### config.mk
export PLATFORM = sky130hd
export DESIGN_NAME = codec_i2s_link
export DESIGN_NICKNAME = d
export VERILOG_FILES = /design/src/rtl/codec_i2s_link.sv
export SDC_FILE = /design/constraint.sdc
export NUM_CORES = 1
export LEC_CHECK = 0
export BUFFER_PORTS_ARGS = -buffer_cell sky130_fd_sc_hd__buf_2
export CAP_MARGIN = 30
export CORE_ASPECT_RATIO = 1.25
export CORE_UTILIZATION = 55
export CTS_CLUSTER_DIAMETER = 150
export CTS_CLUSTER_SIZE = 16
export DETAILED_ROUTE_END_ITERATION = 10
export GPL_TIMING_DRIVEN = 0
export PLACE_DENSITY = 0.84
export REMOVE_ABC_BUFFERS = 1
export SLEW_MARGIN = 20
export SYNTH_ARGS = -nofsm -noshare
export SYNTH_HDL_FRONTEND = slang
export SYNTH_SLANG_ARGS = --single-unit
### constraint.sdc
create_clock -name clk18 -period 4.5 [get_ports clk18]
set_input_delay 0.9 -clock clk18 [delete_from_list [all_inputs] [get_ports clk18]]
set_output_delay 0.9 -clock clk18 [all_outputs]
set_load 0.01 [all_outputs]
### src/rtl/codec_i2s_link.sv
// codec_i2s_link: I2S master towards a slave-mode codec, all clocks derived from clk18 (= MCLK).
// Sends sample_in on both DAC channels; with CODEC_ADC_EN defined, captures the left ADC word into linein.
module codec_i2s_link #(
  parameter int BCK_DIV = 6
) (
  input  logic        clk18,
  input  logic        reset_n,
  input  logic [15:0] sample_in,
  output logic        sample_strobe,
  output logic [15:0] linein,
  output logic        linein_valid,
  output logic        oAUD_BCK,
  output logic        oAUD_LRCK,
  output logic        oAUD_DATA,
  input  logic        iAUD_ADCDAT,
  output logic        oAUD_ADCLRCK
);

  localparam int PW   = $clog2(BCK_DIV);
  localparam int HALF = BCK_DIV / 2;

  logic [PW-1:0] p_q, p_d;
  logic [5:0]    s_q, s_d;
  logic          bck_q, bck_d;
  logic          strobe_q, strobe_d;
  logic [15:0]   hold_q, hold_d;
  logic          data_q, data_d;
  logic          bck_fall;
  logic [4:0]    b_next;
  logic [3:0]    bit_idx;

  always_comb begin
    bck_fall = (p_q == PW'(BCK_DIV - 1));
    p_d      = bck_fall ? '0 : p_q + PW'(1);
    s_d      = bck_fall ? s_q + 6'd1 : s_q;
    bck_d    = (p_d >= PW'(HALF));
    strobe_d = bck_fall && (s_q == 6'd63);
    // hold is written at the end of the strobe cycle, well before the first data bit leaves
    hold_d   = strobe_q ? sample_in : hold_q;
    b_next   = s_d[4:0];
    bit_idx  = 4'd15 - 4'(b_next - 5'd1);
    data_d   = data_q;
    if (bck_fall) begin
      data_d = (b_next >= 5'd1 && b_next <= 5'd16) ? hold_q[bit_idx] : 1'b0;
    end
  end

  always_ff @(posedge clk18 or negedge reset_n) begin
    if (!reset_n) begin
      p_q      <= '0;
      s_q      <= '0;
      bck_q    <= 1'b0;
      strobe_q <= 1'b0;
      hold_q   <= '0;
      data_q   <= 1'b0;
    end else begin
      p_q      <= p_d;
      s_q      <= s_d;
      bck_q    <= bck_d;
      strobe_q <= strobe_d;
      hold_q   <= hold_d;
      data_q   <= data_d;
    end
  end

  assign sample_strobe = strobe_q;
  assign oAUD_BCK      = bck_q;
  assign oAUD_LRCK     = s_q[5];
  assign oAUD_ADCLRCK  = s_q[5];
  assign oAUD_DATA     = data_q;

`ifdef CODEC_ADC_EN
  logic [15:0] sr_q, sr_d;
  logic [15:0] linein_q, linein_d;
  logic        valid_q, valid_d;
  logic        bck_rise;
  logic [4:0]  b_cur;

  always_comb begin
    bck_rise = (p_q == PW'(HALF - 1));
    b_cur    = s_q[4:0];
    sr_d     = sr_q;
    linein_d = linein_q;
    valid_d  = 1'b0;
    // the codec launches on BCK falling edges, so the bit is taken at the rising edge
    if (bck_rise && !s_q[5] && b_cur >= 5'd1 && b_cur <= 5'd16) begin
      sr_d = {sr_q[14:0], iAUD_ADCDAT};
      if (b_cur == 5'd16) begin
        linein_d = sr_d;
        valid_d  = 1'b1;
      end
    end
  end

  always_ff @(posedge clk18 or negedge reset_n) begin
    if (!reset_n) begin
      sr_q     <= '0;
      linein_q <= '0;
      valid_q  <= 1'b0;
    end else begin
      sr_q     <= sr_d;
      linein_q <= linein_d;
      valid_q  <= valid_d;
    end
  end

  assign linein       = linein_q;
  assign linein_valid = valid_q;
`else
  logic adc_unused;
  assign adc_unused   = iAUD_ADCDAT;
  assign linein       = '0;
  assign linein_valid = 1'b0;
`endif

endmodule

==> impl_metrics.toml <==
[outcome]
status = "finished clean"

[place]
numPortBuffers = 22
hpwlAfterDp_um = 1743
gp_congestion = 0.7616

[timing]
slew_violations = 0
finalHoldViolCount = 0
clock.fmax_mhz = 396.7
fin_crit_ns = 2.521
rsz0062_at_grt = "no"
tightestPinTransition_ns = 0.6754
setup_viol = 0
slew_headroom_pct = 54.97
final.setup.tns_ns = 0
finalCritPeriodShare_pct = 56.02
fin_hold_ws_ns = 0.5224
skew_ns = 0.001217

[routing]
postRouteAntennaNets = 0
first_pass_iters = 4
vias = 926
via_per_inst = 5.322
post_drt_wl_per_cell_um = 12.93
initialDrtViolationCount = 18
drc = 0
wl_um = 2249

[power_and_ir_drop]
p_comb_share_pct = 4.5
peakVddDrop_mv = 0.1588
p_switching_mw = 0.08522
finalPower_mw = 0.3916
switching_share_pct = 21.76
p_leak_nw = 0.8552
p_per_area_nw_per_um2 = 245.1
internal_power_mw = 0.3064
power.share.clock_pct = 31.2
pwr-share-seq_pct = 64.3

[synth]
synth_edf_count = 0
async_reset_ff_share_pct = 100.0
synth_top_area_cell = "dfrtp_1"
yosys-top-cells-count = "dfrtp_1, buf_4, mux2_2"
syn_area_um2 = 1513
synth_top_area_share_pct = 46.32
ys_top_cells_by_area = "dfrtp_1, mux2_2, buf_4"
synthFlopType = "dfrtp_1"
synth-seq-cells = 28
syn_inst = 122
syn_area_per_cell_um2 = 12.40
synth_cell_type_count = 32
ys_seq_area_share_pct = 46.32
synth_warnings = 0
synth.most_common_cell = "dfrtp_1"

[floorplan]
die_x_um = 48.91
pin_count = 41
initial_core_util_pct = 59.85
placementRows = 20
die_height_um = 60.64
core_um2 = 2527
die-area_um2 = 2965

[layout]
drive_above_1_share_pct = 31.91
fin_nets = 164
area_growth_pct = 5.624
antenna_cells = 0

[min_path]
hp-class = "reg2reg"

[clock_network]
clk_latency_ns = 0.33
cts_hold_buffers = 0
cts_tree = "yes"
post_cts_buffers = 0
cts.repair.resized = 0
clockBufferDepth = 2
cts_num_sinks = 28
cts_htree_levels = 1
path_clk_slew_ns = 0.14
cts_buffers = 3
root_buffer = "clkbuf_4"

[grt]
grt_pass1_wl_um = 3926
grt_max_degree = 29
antenna_found_initial = 0
grt_usage_pct = 17.92
grt_overflow_total = 0
grt_pass1_vias = 893

[worst_setup_path]
crit_type = "reg2reg"
start_kind = "flop"
required_ns = 4.71
endpoint_kind = "flop"
arrival_ns = 2.73
cp_max_fo = 10

[run]
max_cap_viol_count = 0
## sequential cells by signal, indices dropped and copies added (netlist names)
register,flops
oAUD_BCK,1
hold_q,16
sample_strobe,1
oAUD_DATA,1
p_q,3
s_q,6
## cells in the final DEF (no fill, tap or decap), types with 2 or more instances in the layout
cell type	Yosys	layout
dfrtp_1	28	28
buf_2	1	22
conb_1	1	17
mux2_2	16	16
xnor2_1	5	5
inv_1	5	5
nor2_1	5	5
nand2_1	4	4
o21ai_0	4	4
nand4_1	3	3
mux2i_1	3	3
mux4_1	3	3
ha_1	3	3
clkbuf_4	0	3
nor2b_1	2	2
and3_1	2	2
xor2_1	2	2
## per-stage QoR
stage | setup slack, ns | utilization, % | cells | cell area [µm²]
CTS | 1.954 | 63.22 | 174 | 1598
floorplan | 2.235 | - | 115 | 1410
global placement | 2.009 | 61.78 | 170 | 1562
finish | 1.979 | 63.22 | 174 | 1598
global route | 1.802 | 63.22 | 174 | 1598
detailed placement | 1.979 | 61.78 | 170 | 1562
## kinds of logic after synthesis
group                      after synthesis  synth area share [%]
and+or+nand+nor                         22                 8.024
DFF                                     28                 46.32
xor gates and xnor gates                 8                 5.873
AOI/OAI and AO/OA                        9                 4.467
other                                    1                0.2479
adders and majority gates                3                 2.482
muxes                                   23                 20.60
buffers and inverters                   28                 11.99
## routing by layer
metal  share of wire (%)  GRT usage (%)  vias up
met4                 2.1          9.244        0
met1                  40          20.26      453
met5                   0              0        -
met3                 3.7          2.506        5
li1                    -              -      431
met2                  54          33.53       37
## final cells by class
class | count | area (µm²)
inverter | 5 | 18.77
multi-input combinational | 82 | 690.7
clock buffer | 4 | 36.28
fill | 193 | 929.6
timing repair buffer | 22 | 110.1
sequential | 28 | 700.7
tap | 33 | 41.29
## power by group through the flow
stage	Sequential [mW]	Combinational [mW]	Clock, mW
6_report	0.252	0.0177	0.122
4_1_cts	0.252	0.0180	0.126
3_3_place_gp	0.256	0.0172	0
3_5_place_dp	0.256	0.0180	0
2_1_floorplan	0.256	0.00624	0
5_1_grt	0.252	0.0204	0.134
## worst max-delay path: stages (launching register included)
cell and delay [ns]:
dfrtp_1 0.41, and3b_1 0.52, xnor2_4 0.22, inv_1 0.10, ha_1 0.38, mux4_2 0.32
nor2b_1 0.15, a221oi_2 0.17, o32ai_1 0.11
## final timing paths
kind | from | end | slack [ns] | depth (start not counted)
worst min-delay path | hold_q[15]$_DFFE_PN0P_ | hold_q[15]$_DFFE_PN0P_ | 0.52 | 1
min in group asynchronous | reset_n | hold_q[10]$_DFFE_PN0P_ | 0.55 | 1
worst min register to register | hold_q[15]$_DFFE_PN0P_ | hold_q[15]$_DFFE_PN0P_ | 0.52 | 1
max in group asynchronous | reset_n | hold_q[14]$_DFFE_PN0P_ | 3.57 | 1
worst max-delay path | p_q[1]$_DFF_PN0_ | oAUD_DATA$_DFFE_PN0N_ | 1.98 | 8
worst max register to register | p_q[1]$_DFF_PN0_ | oAUD_DATA$_DFFE_PN0N_ | 1.98 | 8
Power figures use the tool's default switching activity.
